==> config.mk <==
export PLATFORM = sky130hd
export DESIGN_NAME = fetch_unit
export DESIGN_NICKNAME = d
export VERILOG_FILES = /design/src/rtl/riscv_pkg.sv /design/src/rtl/fetch_fifo.sv /design/src/rtl/fetch_unit.sv
export SDC_FILE = /design/constraint.sdc
export NUM_CORES = 1
export LEC_CHECK = 0
export ABC_AREA = 1
export CORE_MARGIN = 4
export CORE_UTILIZATION = 65
export DETAILED_ROUTE_END_ITERATION = 16
export DONT_BUFFER_PORTS = 1
export PLACE_DENSITY_LB_ADDON = 0.2
export SYNTH_ARGS = -nofsm -noshare
export SYNTH_HDL_FRONTEND = slang
export SYNTH_SLANG_ARGS = --single-unit
==> constraint.sdc <==
create_clock -name clk -period 3.6 [get_ports clk]
set_clock_uncertainty 0.05 [all_clocks]
set_input_delay 0.36 -clock clk [delete_from_list [all_inputs] [get_ports clk]]
set_output_delay 0.36 -clock clk [all_outputs]
set_load 0.01 [all_outputs]
==> src/rtl/riscv_pkg.sv <==
`default_nettype none
// ============================================================================
// Module   : riscv_pkg
// Purpose  : Shared types and constants for the front end of the core:
//            opcode encodings used by decode, the canonical NOP, the fetch
//            state enum and the {instr, pc} entry carried from fetch to decode.
// Ports    : none (package)
// Revision : 1.0  initial release
// ============================================================================
package riscv_pkg;

    // Major opcode field (instr[6:0]) encodings consumed by decode.
    localparam logic [6:0] OPC_LUI    = 7'b0110111;
    localparam logic [6:0] OPC_AUIPC  = 7'b0010111;
    localparam logic [6:0] OPC_JAL    = 7'b1101111;
    localparam logic [6:0] OPC_JALR   = 7'b1100111;
    localparam logic [6:0] OPC_BRANCH = 7'b1100011;
    localparam logic [6:0] OPC_LOAD   = 7'b0000011;
    localparam logic [6:0] OPC_STORE  = 7'b0100011;
    localparam logic [6:0] OPC_OP_IMM = 7'b0010011;
    localparam logic [6:0] OPC_OP     = 7'b0110011;
    localparam logic [6:0] OPC_SYSTEM = 7'b1110011;

    // addi x0, x0, 0
    localparam logic [31:0] NOP_INSTR = 32'h0000_0013;

    typedef enum logic [0:0] {
        BOOT = 1'b0,
        RUN  = 1'b1
    } fetch_state_t;

    typedef struct packed {
        logic [31:0] instr;
        logic [31:0] pc;
    } fetch_entry_t;

    // Fetch addresses are always word aligned; low two bits are dropped.
    function automatic logic [31:0] align_word(input logic [31:0] addr);
        return addr & 32'hFFFF_FFFC;
    endfunction

endpackage
`default_nettype wire

==> src/rtl/fetch_fifo.sv <==
`default_nettype none
// ============================================================================
// Module   : fetch_fifo
// Purpose  : Small synchronous FIFO of fetch entries between the instruction
//            memory response path and decode. Flush wins over push and pop.
// Ports    : clk, rst_n        clock, asynchronous active-low reset
//            push_i/push_data_i write one entry
//            pop_i             retire the head entry
//            flush_i           empty the FIFO
//            count_o           number of valid entries
//            empty_o/full_o    status flags
//            head_o            oldest entry (valid when !empty_o)
// Revision : 1.0  initial release
// ============================================================================
module fetch_fifo
    import riscv_pkg::*;
#(
    parameter int DEPTH = 2
) (
    input  logic                       clk,
    input  logic                       rst_n,
    input  logic                       push_i,
    input  fetch_entry_t               push_data_i,
    input  logic                       pop_i,
    input  logic                       flush_i,
    output logic [$clog2(DEPTH):0]     count_o,
    output logic                       empty_o,
    output logic                       full_o,
    output fetch_entry_t               head_o
);

    localparam int AW = $clog2(DEPTH);
    localparam int CW = AW + 1;

    fetch_entry_t   mem_q [DEPTH];
    logic [AW-1:0]  wr_ptr_q;
    logic [AW-1:0]  rd_ptr_q;
    logic [CW-1:0]  count_q;

    logic           w_do_push;
    logic           w_do_pop;

    assign empty_o = (count_q == '0);
    assign full_o  = (count_q == CW'(DEPTH));
    assign count_o = count_q;
    assign head_o  = mem_q[rd_ptr_q];

    // A push into a full FIFO is only accepted when a pop frees a slot in
    // the same cycle; a pop from an empty FIFO is ignored.
    assign w_do_push = push_i & (~full_o | pop_i);
    assign w_do_pop  = pop_i & ~empty_o;

    always_ff @(posedge clk or negedge rst_n) begin
        if (!rst_n) begin
            for (int i = 0; i < DEPTH; i++) begin
                mem_q[i] <= '0;
            end
            wr_ptr_q <= '0;
            rd_ptr_q <= '0;
            count_q  <= '0;
        end else if (flush_i) begin
            wr_ptr_q <= '0;
            rd_ptr_q <= '0;
            count_q  <= '0;
        end else begin
            if (w_do_push) begin
                mem_q[wr_ptr_q] <= push_data_i;
                wr_ptr_q        <= wr_ptr_q + 1'b1;
            end
            if (w_do_pop) begin
                rd_ptr_q <= rd_ptr_q + 1'b1;
            end
            case ({w_do_push, w_do_pop})
                2'b10:   count_q <= count_q + 1'b1;
                2'b01:   count_q <= count_q - 1'b1;
                default: count_q <= count_q;
            endcase
        end
    end

endmodule
`default_nettype wire

==> src/rtl/fetch_unit.sv <==
`default_nettype none
// ============================================================================
// Module   : fetch_unit
// Purpose  : Instruction-fetch stage. Owns the fetch PC, issues in-order
//            requests to instruction memory, buffers returned words with
//            their PCs and hands them to decode. Redirects flush the buffer
//            and discard responses to requests already in flight.
// Ports    : clk, rst_n                    clock, asynchronous active-low reset
//            fetch_en                      permits issue of new requests
//            imem_req_valid/ready/addr     request channel (valid/ready)
//            imem_rsp_valid/data           response channel (valid only)
//            redirect_valid/redirect_pc    one-cycle fetch redirect
//            id_valid/id_ready             decode handshake
//            id_instr/id_pc                instruction and its address
// Revision : 1.0  initial release
// ============================================================================
module fetch_unit
    import riscv_pkg::*;
#(
    parameter logic [31:0] RESET_PC = 32'h0000_0000,
    parameter int          DEPTH    = 2
) (
    input  logic        clk,
    input  logic        rst_n,
    input  logic        fetch_en,
    output logic        imem_req_valid,
    input  logic        imem_req_ready,
    output logic [31:0] imem_req_addr,
    input  logic        imem_rsp_valid,
    input  logic [31:0] imem_rsp_data,
    input  logic        redirect_valid,
    input  logic [31:0] redirect_pc,
    output logic        id_valid,
    input  logic        id_ready,
    output logic [31:0] id_instr,
    output logic [31:0] id_pc
);

    localparam int CW = $clog2(DEPTH) + 1;

    fetch_state_t   state_q, state_d;
    logic [31:0]    pc_q, pc_d;
    logic [31:0]    ret_pc_q, ret_pc_d;
    logic [CW-1:0]  outstanding_q, outstanding_d;
    logic [CW-1:0]  drop_cnt_q, drop_cnt_d;

    logic [CW-1:0]  w_fifo_count;
    logic           w_fifo_empty;
    logic           w_fifo_full;
    fetch_entry_t   w_fifo_head;
    fetch_entry_t   w_push_entry;

    logic           w_run;
    logic [CW:0]    w_occupancy;
    logic           w_credit;
    logic           w_req_fire;
    logic           w_dropping;
    logic           w_push;
    logic           w_pop;
    logic           w_flush;
    logic [31:0]    w_target;

    assign w_run    = (state_q == RUN);
    assign w_target = align_word(redirect_pc);

    // Every accepted request, stale or not, holds a slot until it returns,
    // so the FIFO can never be asked to take more than it holds.
    assign w_occupancy = {1'b0, outstanding_q} + {1'b0, w_fifo_count};
    assign w_credit    = (w_occupancy < (CW + 1)'(DEPTH));

    assign imem_req_valid = w_run & fetch_en & w_credit & ~redirect_valid;
    assign imem_req_addr  = pc_q;
    assign w_req_fire     = imem_req_valid & imem_req_ready;

    assign w_dropping   = (drop_cnt_q != '0);
    assign w_flush      = w_run & redirect_valid;
    // A response landing in the redirect cycle belongs to the old stream.
    assign w_push       = w_run & imem_rsp_valid & ~w_dropping & ~redirect_valid & ~w_fifo_full;
    assign w_push_entry = '{instr: imem_rsp_data, pc: ret_pc_q};

    assign id_valid = ~w_fifo_empty & ~redirect_valid;
    assign w_pop    = id_valid & id_ready;
    assign id_instr = w_fifo_head.instr;
    assign id_pc    = w_fifo_head.pc;

    always_comb begin
        state_d       = state_q;
        pc_d          = pc_q;
        ret_pc_d      = ret_pc_q;
        outstanding_d = outstanding_q;
        drop_cnt_d    = drop_cnt_q;

        case (state_q)
            BOOT: begin
                state_d = RUN;
                if (redirect_valid) begin
                    pc_d = w_target;
                end
            end

            RUN: begin
                if (w_req_fire && !imem_rsp_valid) begin
                    outstanding_d = outstanding_q + 1'b1;
                end else if (!w_req_fire && imem_rsp_valid && outstanding_q != '0) begin
                    outstanding_d = outstanding_q - 1'b1;
                end

                if (redirect_valid) begin
                    pc_d     = w_target;
                    ret_pc_d = w_target;
                    // Everything still in flight is stale; a response
                    // arriving right now is discarded directly.
                    if (imem_rsp_valid && outstanding_q != '0) begin
                        drop_cnt_d = outstanding_q - 1'b1;
                    end else begin
                        drop_cnt_d = outstanding_q;
                    end
                end else begin
                    if (w_req_fire) begin
                        pc_d = pc_q + 32'd4;
                    end
                    if (imem_rsp_valid && w_dropping) begin
                        drop_cnt_d = drop_cnt_q - 1'b1;
                    end
                    if (w_push) begin
                        ret_pc_d = ret_pc_q + 32'd4;
                    end
                end
            end

            default: begin
                state_d = BOOT;
            end
        endcase
    end

    always_ff @(posedge clk or negedge rst_n) begin
        if (!rst_n) begin
            state_q       <= BOOT;
            pc_q          <= RESET_PC;
            ret_pc_q      <= RESET_PC;
            outstanding_q <= '0;
            drop_cnt_q    <= '0;
        end else begin
            state_q       <= state_d;
            pc_q          <= pc_d;
            ret_pc_q      <= ret_pc_d;
            outstanding_q <= outstanding_d;
            drop_cnt_q    <= drop_cnt_d;
        end
    end

    fetch_fifo #(
        .DEPTH (DEPTH)
    ) u_fifo (
        .clk         (clk),
        .rst_n       (rst_n),
        .push_i      (w_push),
        .push_data_i (w_push_entry),
        .pop_i       (w_pop),
        .flush_i     (w_flush),
        .count_o     (w_fifo_count),
        .empty_o     (w_fifo_empty),
        .full_o      (w_fifo_full),
        .head_o      (w_fifo_head)
    );

endmodule
`default_nettype wire

# Yosys cells after proc, flatten, opt, wreduce, memory -nomap -nowiden
# Index checks and enable logic that the tools add are counted.
dict set report word_totals {
  reg_bits 201
  inputBits 71
  out_inout_bits 98
}
dict set report classes {
  reduce_logical 22
  n_eq_ne 5
  add_sub_neg 10
  n_mux 23
  bitwise 22
  n_lt_le_gt_ge 4
}
# cell n
set op_table {}
lappend op_table {{$mux W64} 4}
lappend op_table {{$mux W32} 5}
lappend op_table {{$bwmux W128} 1}
lappend op_table {{$add A32 B3 Y32 const B} 2}
lappend op_table {{$demux W64 S1} 1}
lappend op_table {{$pmux W32 S2} 1}
lappend op_table {{$reduce_bool A2 Y1} 7}
lappend op_table {{$and A1 B1 Y1} 13}
lappend op_table {{$mux W2} 6}
lappend op_table {{$reduce_and A2 Y1} 5}
lappend op_table {{$logic_and A1 B1 Y1} 6}
lappend op_table {{$not A1 Y1} 6}
lappend op_table {{$sub A2 B1 Y2 const B} 3}
lappend op_table {{$add A2 B1 Y2 const B} 2}
lappend op_table {{$eq A2 B2 Y1 const B} 2}
lappend op_table {{$ge A2 B2 Y1 const B} 2}
lappend op_table {{$mux W1} 4}
lappend op_table {{$not A1 Y2} 2}
lappend op_table {{$pmux W2 S2} 1}
lappend op_table {{$add A2 B2 Y3} 1}
lappend op_table {{$lt A3 B2 Y1 const B} 1}
lappend op_table {{$ne A3 B2 Y1 const B} 1}
lappend op_table {{$reduce_bool A3 Y1} 1}
lappend op_table {{$add A1 B1 Y1 const B} 2}
lappend op_table {{other kinds (6)} 7}

# Longest topological paths before layout
dict set report depth {
  ltp_word 10
  ltp_mapped 12
  depth_no_buf 11
}

# Hierarchy
# Synthesis repeated with hierarchy kept, for this count alone.
dict set report unflattened {
  hier_cells 1562
  area_unflattened_um2 11385.9
}
# module area_per_inst_um2 instances cells_per_inst seq_area_each_um2
set by_module_without_submodules {}
lappend by_module_without_submodules {fetch_fifo 6281.0 1 722 3303.2}
lappend by_module_without_submodules {fetch_unit 5104.9 1 840 1626.6}

# Worst setup path after synthesis
# OpenSTA, ideal clock, no wires.
dict set report synth_path {
  path_kind {register to register}
  start {register outstanding_q[0]}
  end {register pc_q[4] (netlist: imem_req_addr[4])}
  n_path_buf 2
  stages_incl_launch_ff 12
  t_arrival_ns 1.705
  period_less_slack_ns 1.878
  slack_ns 1.722
  cell_sequence {dfrtp_1 -> nand2_1 -> inv_1 -> fa_1 -> nor2_1 -> nand3_1 -> o21ai_1 -> buf_4 -> inv_1 -> buf_2 -> nand2_1 -> o21ai_1}
}
dict set report synth_via {
  elab_chain_cells 7
}
# item line_no
set synth_lines {}
lappend synth_lines {{start, declared} fetch_unit.sv:44} ;# logic [CW-1:0] outstanding_q, outstanding_d;
lappend synth_lines {{start signal, assigned} fetch_unit.sv:148} ;# outstanding_q <= outstanding_d;
lappend synth_lines {{$add A2 B2 Y3} fetch_unit.sv:68} ;# assign w_occupancy = {1'b0, outstanding_q} + {1'b0, w_fifo_count};
lappend synth_lines {{$lt A3 B2 Y1} fetch_unit.sv:69} ;# assign w_credit = (w_occupancy < (CW + 1)'(DEPTH));
lappend synth_lines {{$and A1 B1 Y1 (2 in series)} fetch_unit.sv:71} ;# assign imem_req_valid = w_run & fetch_en & w_credit & ~redirect_valid;
lappend synth_lines {{$and A1 B1 Y1} fetch_unit.sv:73} ;# assign w_req_fire = imem_req_valid & imem_req_ready;
lappend synth_lines {{$ne A3 B2 Y1 (no line)} --}
lappend synth_lines {{$reduce_and A2 Y1 (no line)} --}
lappend synth_lines {{end signal, assigned} fetch_unit.sv:146} ;# pc_q <= pc_d;
lappend synth_lines {{end, declared} fetch_unit.sv:42} ;# logic [31:0] pc_q, pc_d;
# Every way passes these cells.
# A chain may end at the register's enable or synchronous reset.

# Final worst setup path
dict set report layout_path {
  start {register u_fifo.rd_ptr_q}
  end {output id_pc[8]}
}
dict set report layout_via {
  elab_chain_cells 4
}
# item line_no
set layout_lines {}
lappend layout_lines {{start, declared} fetch_fifo.sv:37} ;# logic [AW-1:0] rd_ptr_q;
lappend layout_lines {{start signal, assigned} fetch_fifo.sv:71} ;# rd_ptr_q <= rd_ptr_q + 1'b1;
lappend layout_lines {{$not A1 Y2 (not written as such)} fetch_fifo.sv:46} ;# assign head_o = mem_q[rd_ptr_q];
lappend layout_lines {{$mux W64 (not written as such) (3 in series)} fetch_fifo.sv:46}
lappend layout_lines {{end, declared} fetch_unit.sv:36} ;# output logic [31:0] id_pc
# Every way passes these cells. The select of a mux whose other input is x is not followed.

==> summary.md <==
| Metric | Value |
|---|---|
| Mapped Cells | `1504` |
| Fill count | `1371` |
| DIE AREA | `18200 µm²` |
| Worst min path class | `input pin to async pin` |
| Compound-Gate Fraction of Synth Area | `0.114` |
| Congestion Overflow GR | `0` |
| Die Y-Extent | `135 µm` |
| Cts repair resizes | `0` |
| Largest family of logic cells by synthesized area | `simple AND/OR/NAND/NOR gates` |
| Violated checks | `negative hold slack` |
| DRC Markers | `0` |
| Post-DRT Antenna Nets | `0` |
| Multiplexer share of the synthesized area | `0` |
| Fin crit period | `2.42 ns` |
| Clk slew on worst S/H paths | `~0.080 ns` |
| Worst Setup Path Type | `flop to primary output` |
| Commonest non-fill, non-tap cell in the layout | `nand2_1` |
| Largest net degree at the start of global routing | `194` |
| Cell variety after synth | `34` |
| Post-Synth Adder-Cell Area | `0.00790` |
| Period utilization | `0.673` |
| Placed Instances | `1664` |
| Status | `finished with violations` |
| Hold Fails Final Rpt | `193` |
| # nets final | `1544` |
| Setup Fix Bufs, Post-CTS | `0` |
| Syn Area/Cell | `~6.9 µm²` |
| Synth Warn # | `0` |
| DP Wirelength | `18400 µm` |
| WP buf/inv | `2` |
| Vias in the first global route | `8681` |
| Static Leak | `5.64 nW` |
| Max VDD drop | `between 0.4 and 0.5 mV` |
| Total length of routed wires | `roughly 27000 µm` |
| Clock latency on the worst-skew pair | `0.43 ns` |
| Storage cell area | `4830 µm²` |
| CTS Buf Count | `17` |
| Max-Cap Viols | `0` |
| Post-synthesis simple-gate area fraction | `0.324` |
| Xor and xnor fraction of the mapped netlist area | `0.00168` |
| Final setup vio count | `0` |
| Slew @ Worst Pin | `1.21 ns` |
| Critical path startpoint category | `flop` |
| CTS tree | `done` |
| RSZ-0062 raised after global routing | `false` |
| Clock root buffer | `clkbuf_16` |
| Top cell by count, worst path | `nand2_1` |
| RePlAce Congestion | `0.971` |
| Syn-to-layout area delta | `5.63%` |
| Die X | `about 130 µm` |
| First-pass GRT wire length | `43700 µm` |
| Share of layout cells above drive strength 1 | `0.0372` |
| Worst-path maximum fanout | `38` |
| Most frequent cells in the layout | `nand2_1 (626), dfrtp_1 (192), inv_1 (140)` |
| WP data required | `between 3 and 4 ns` |
| Worst setup EP type | `primary output` |
| Drt first-iter violations | `just over 1000` |
| I/O Buffers | `0` |
| TritonCTS sink count | `193` |
| CP top delay family | `buffers and inverters` |
| Core footprint | `15800 µm²` |
| Peak Freq | `0.413 GHz` |
| Slew Viols, Final | `0` |
| Critical path's slowest cell | `buf_4` |
| Drt wl/cell | `about 16 µm` |
| Clock buffer depth | `2` |
| Via count | `9483` |
| Async SR Flop Fraction | `1.00` |
| Pre-antenna DRT Iters | `6` |
| Initial antenna violation count | `0` |
| Sequential area share after synthesis | `0.462` |
| Worst slew margin | `0.192` |
| Worst path max stage delay | `approximately 0.48 ns` |
| Worst-path cell chain | `inv_2 > buf_4 > nand2_1 > nand2_1` |
| Synthesized flop and latch total | `slightly below 200` |
| Number of synthesized flops with an enable pin | `0` |
| CP arrival | `2.01 ns` |
| Initial Utilization | `0.660` |
| IO Pins | `169` |
| Hold_ws | `-0.440 ns` |
| Total number of H-tree levels | `4` |
| Pwr Density | `730 nW/µm²` |
| GRT Total Usage | `0.300` |
| Fin cells | `~1700` |
| Setup_tns | `0 ns` |
| Vias/cell | `around 5.6` |
| Area of the multi-input gates | `4720 µm²` |
| Row cnt | `between 40 and 50` |
| Mapped Area | `10500 µm²` |
| Ys flop type | `dfrtp_1` |
flip-flops by register name, indices dropped and copies added, names as in the netlist:
register,cells
imem_req_addr,30
u_fifo.count_o,2
drop_cnt_q,2
outstanding_q,2
u_fifo.wr_ptr_q,1
u_fifo.mem_q,124
ret_pc_q,30
state_q,1
u_fifo.rd_ptr_q,1
area by class of cell:
class	count	share of cell area
Sequential cell	193	0.438
Inverter	145	0.0493
Antenna cell	1	0.000227
Tap cell	216	0.0245
Clock inverter	15	0.0165
Timing Repair Buffer	9	0.00612
Multi-Input combinational cell	1101	0.427
Clock buffer	17	0.0385
synth_stat cells (2+ instances only):
master | n | area (µm²)
nand2_1 | 626 | 2350
dfrtp_1 | 193 | 4830
inv_1 | 140 | 526
nor2_1 | 136 | 510
o21ai_1 | 119 | 596
o21ai_0 | 77 | 385
nand3_1 | 75 | 375
clkbuf_1 | 26 | 97.6
a21oi_1 | 21 | 105
buf_2 | 12 | 60.1
buf_4 | 11 | 82.6
buf_6 | 10 | 113
buf_1 | 9 | 33.8
nand4_1 | 7 | 43.8
ha_1 | 5 | 62.6
inv_2 | 5 | 18.8
nand2_2 | 4 | 25.0
nand3b_1 | 4 | 30.0
o22ai_1 | 4 | 25.0
o211ai_1 | 3 | 22.5
a22oi_1 | 2 | 15.0
a31oi_1 | 2 | 12.5
conb_1 | 2 | 7.51
final timing paths:
kind                                          end               from  slack (ns)  depth (start not counted)
worst max-delay path                     id_pc[8]    u_fifo.rd_ptr_q        1.18                          4
worst min-delay path            u_fifo.mem_q[113]              rst_n       -0.44                          0
worst max register to register   u_fifo.mem_q[78]            state_q        1.36                          7
worst min register to register   u_fifo.mem_q[69]   u_fifo.mem_q[69]        0.44                          2
max in group asynchronous            ret_pc_q[12]              rst_n        3.63                          0
min in group clk                u_fifo.mem_q[123]  imem_rsp_data[27]        0.02                          2
logic make-up (layout without fill, tap and decap cells):
kind of cell / after synthesis / in the layout
AND/OR/NAND/NOR: 856 / 856
buffers and inverters: 213 / 186
other: 2 / 6
XOR/XNOR: 2 / 2
flip-flops: 193 / 193
adder cells (fa/ha/maj): 6 / 6
AO/OA/AOI/OAI: 232 / 232
stage by stage:
| stage | setup slack [ns] | hold slack (ns) | util | area, µm² | total power, mW |
|---|---|---|---|---|---|
| after CTS | 1.16 | -0.449 | 0.697 | 11000 | 8.08 |
| after detailed placement | 1.36 | 0.0192 | 0.659 | 10400 | 6.14 |
| final | 1.18 | -0.440 | 0.698 | 11000 | 8.06 |
| after floorplan | 1.72 | 0.0144 | - | 10500 | 5.49 |
| after global routing | 1.07 | -0.458 | 0.697 | 11000 | 8.65 |
| after global placement | 1.39 | 0.0187 | 0.659 | 10400 | 6.03 |
per-layer routing:
layer	vias up	wire, µm	part of all wire	GRT usage
met2	408	11900	0.45	0.464
met3	55	2510	0.094	0.0760
li1	4645	-	-	-
met4	0	768	0.029	0.113
met5	-	0	0	0
met1	4375	11400	0.43	0.412
power breakdown:
part / switching (mW) / leakage, nW / internal [mW]
sequential: 0.647 / 2.44 / 2.95
clock: 0.883 / 0.295 / 1.05
combinational: 1.75 / 2.90 / 0.782
total: 3.28 / 5.64 / 4.78
No activity file was read; power rests on OpenSTA's default activity.
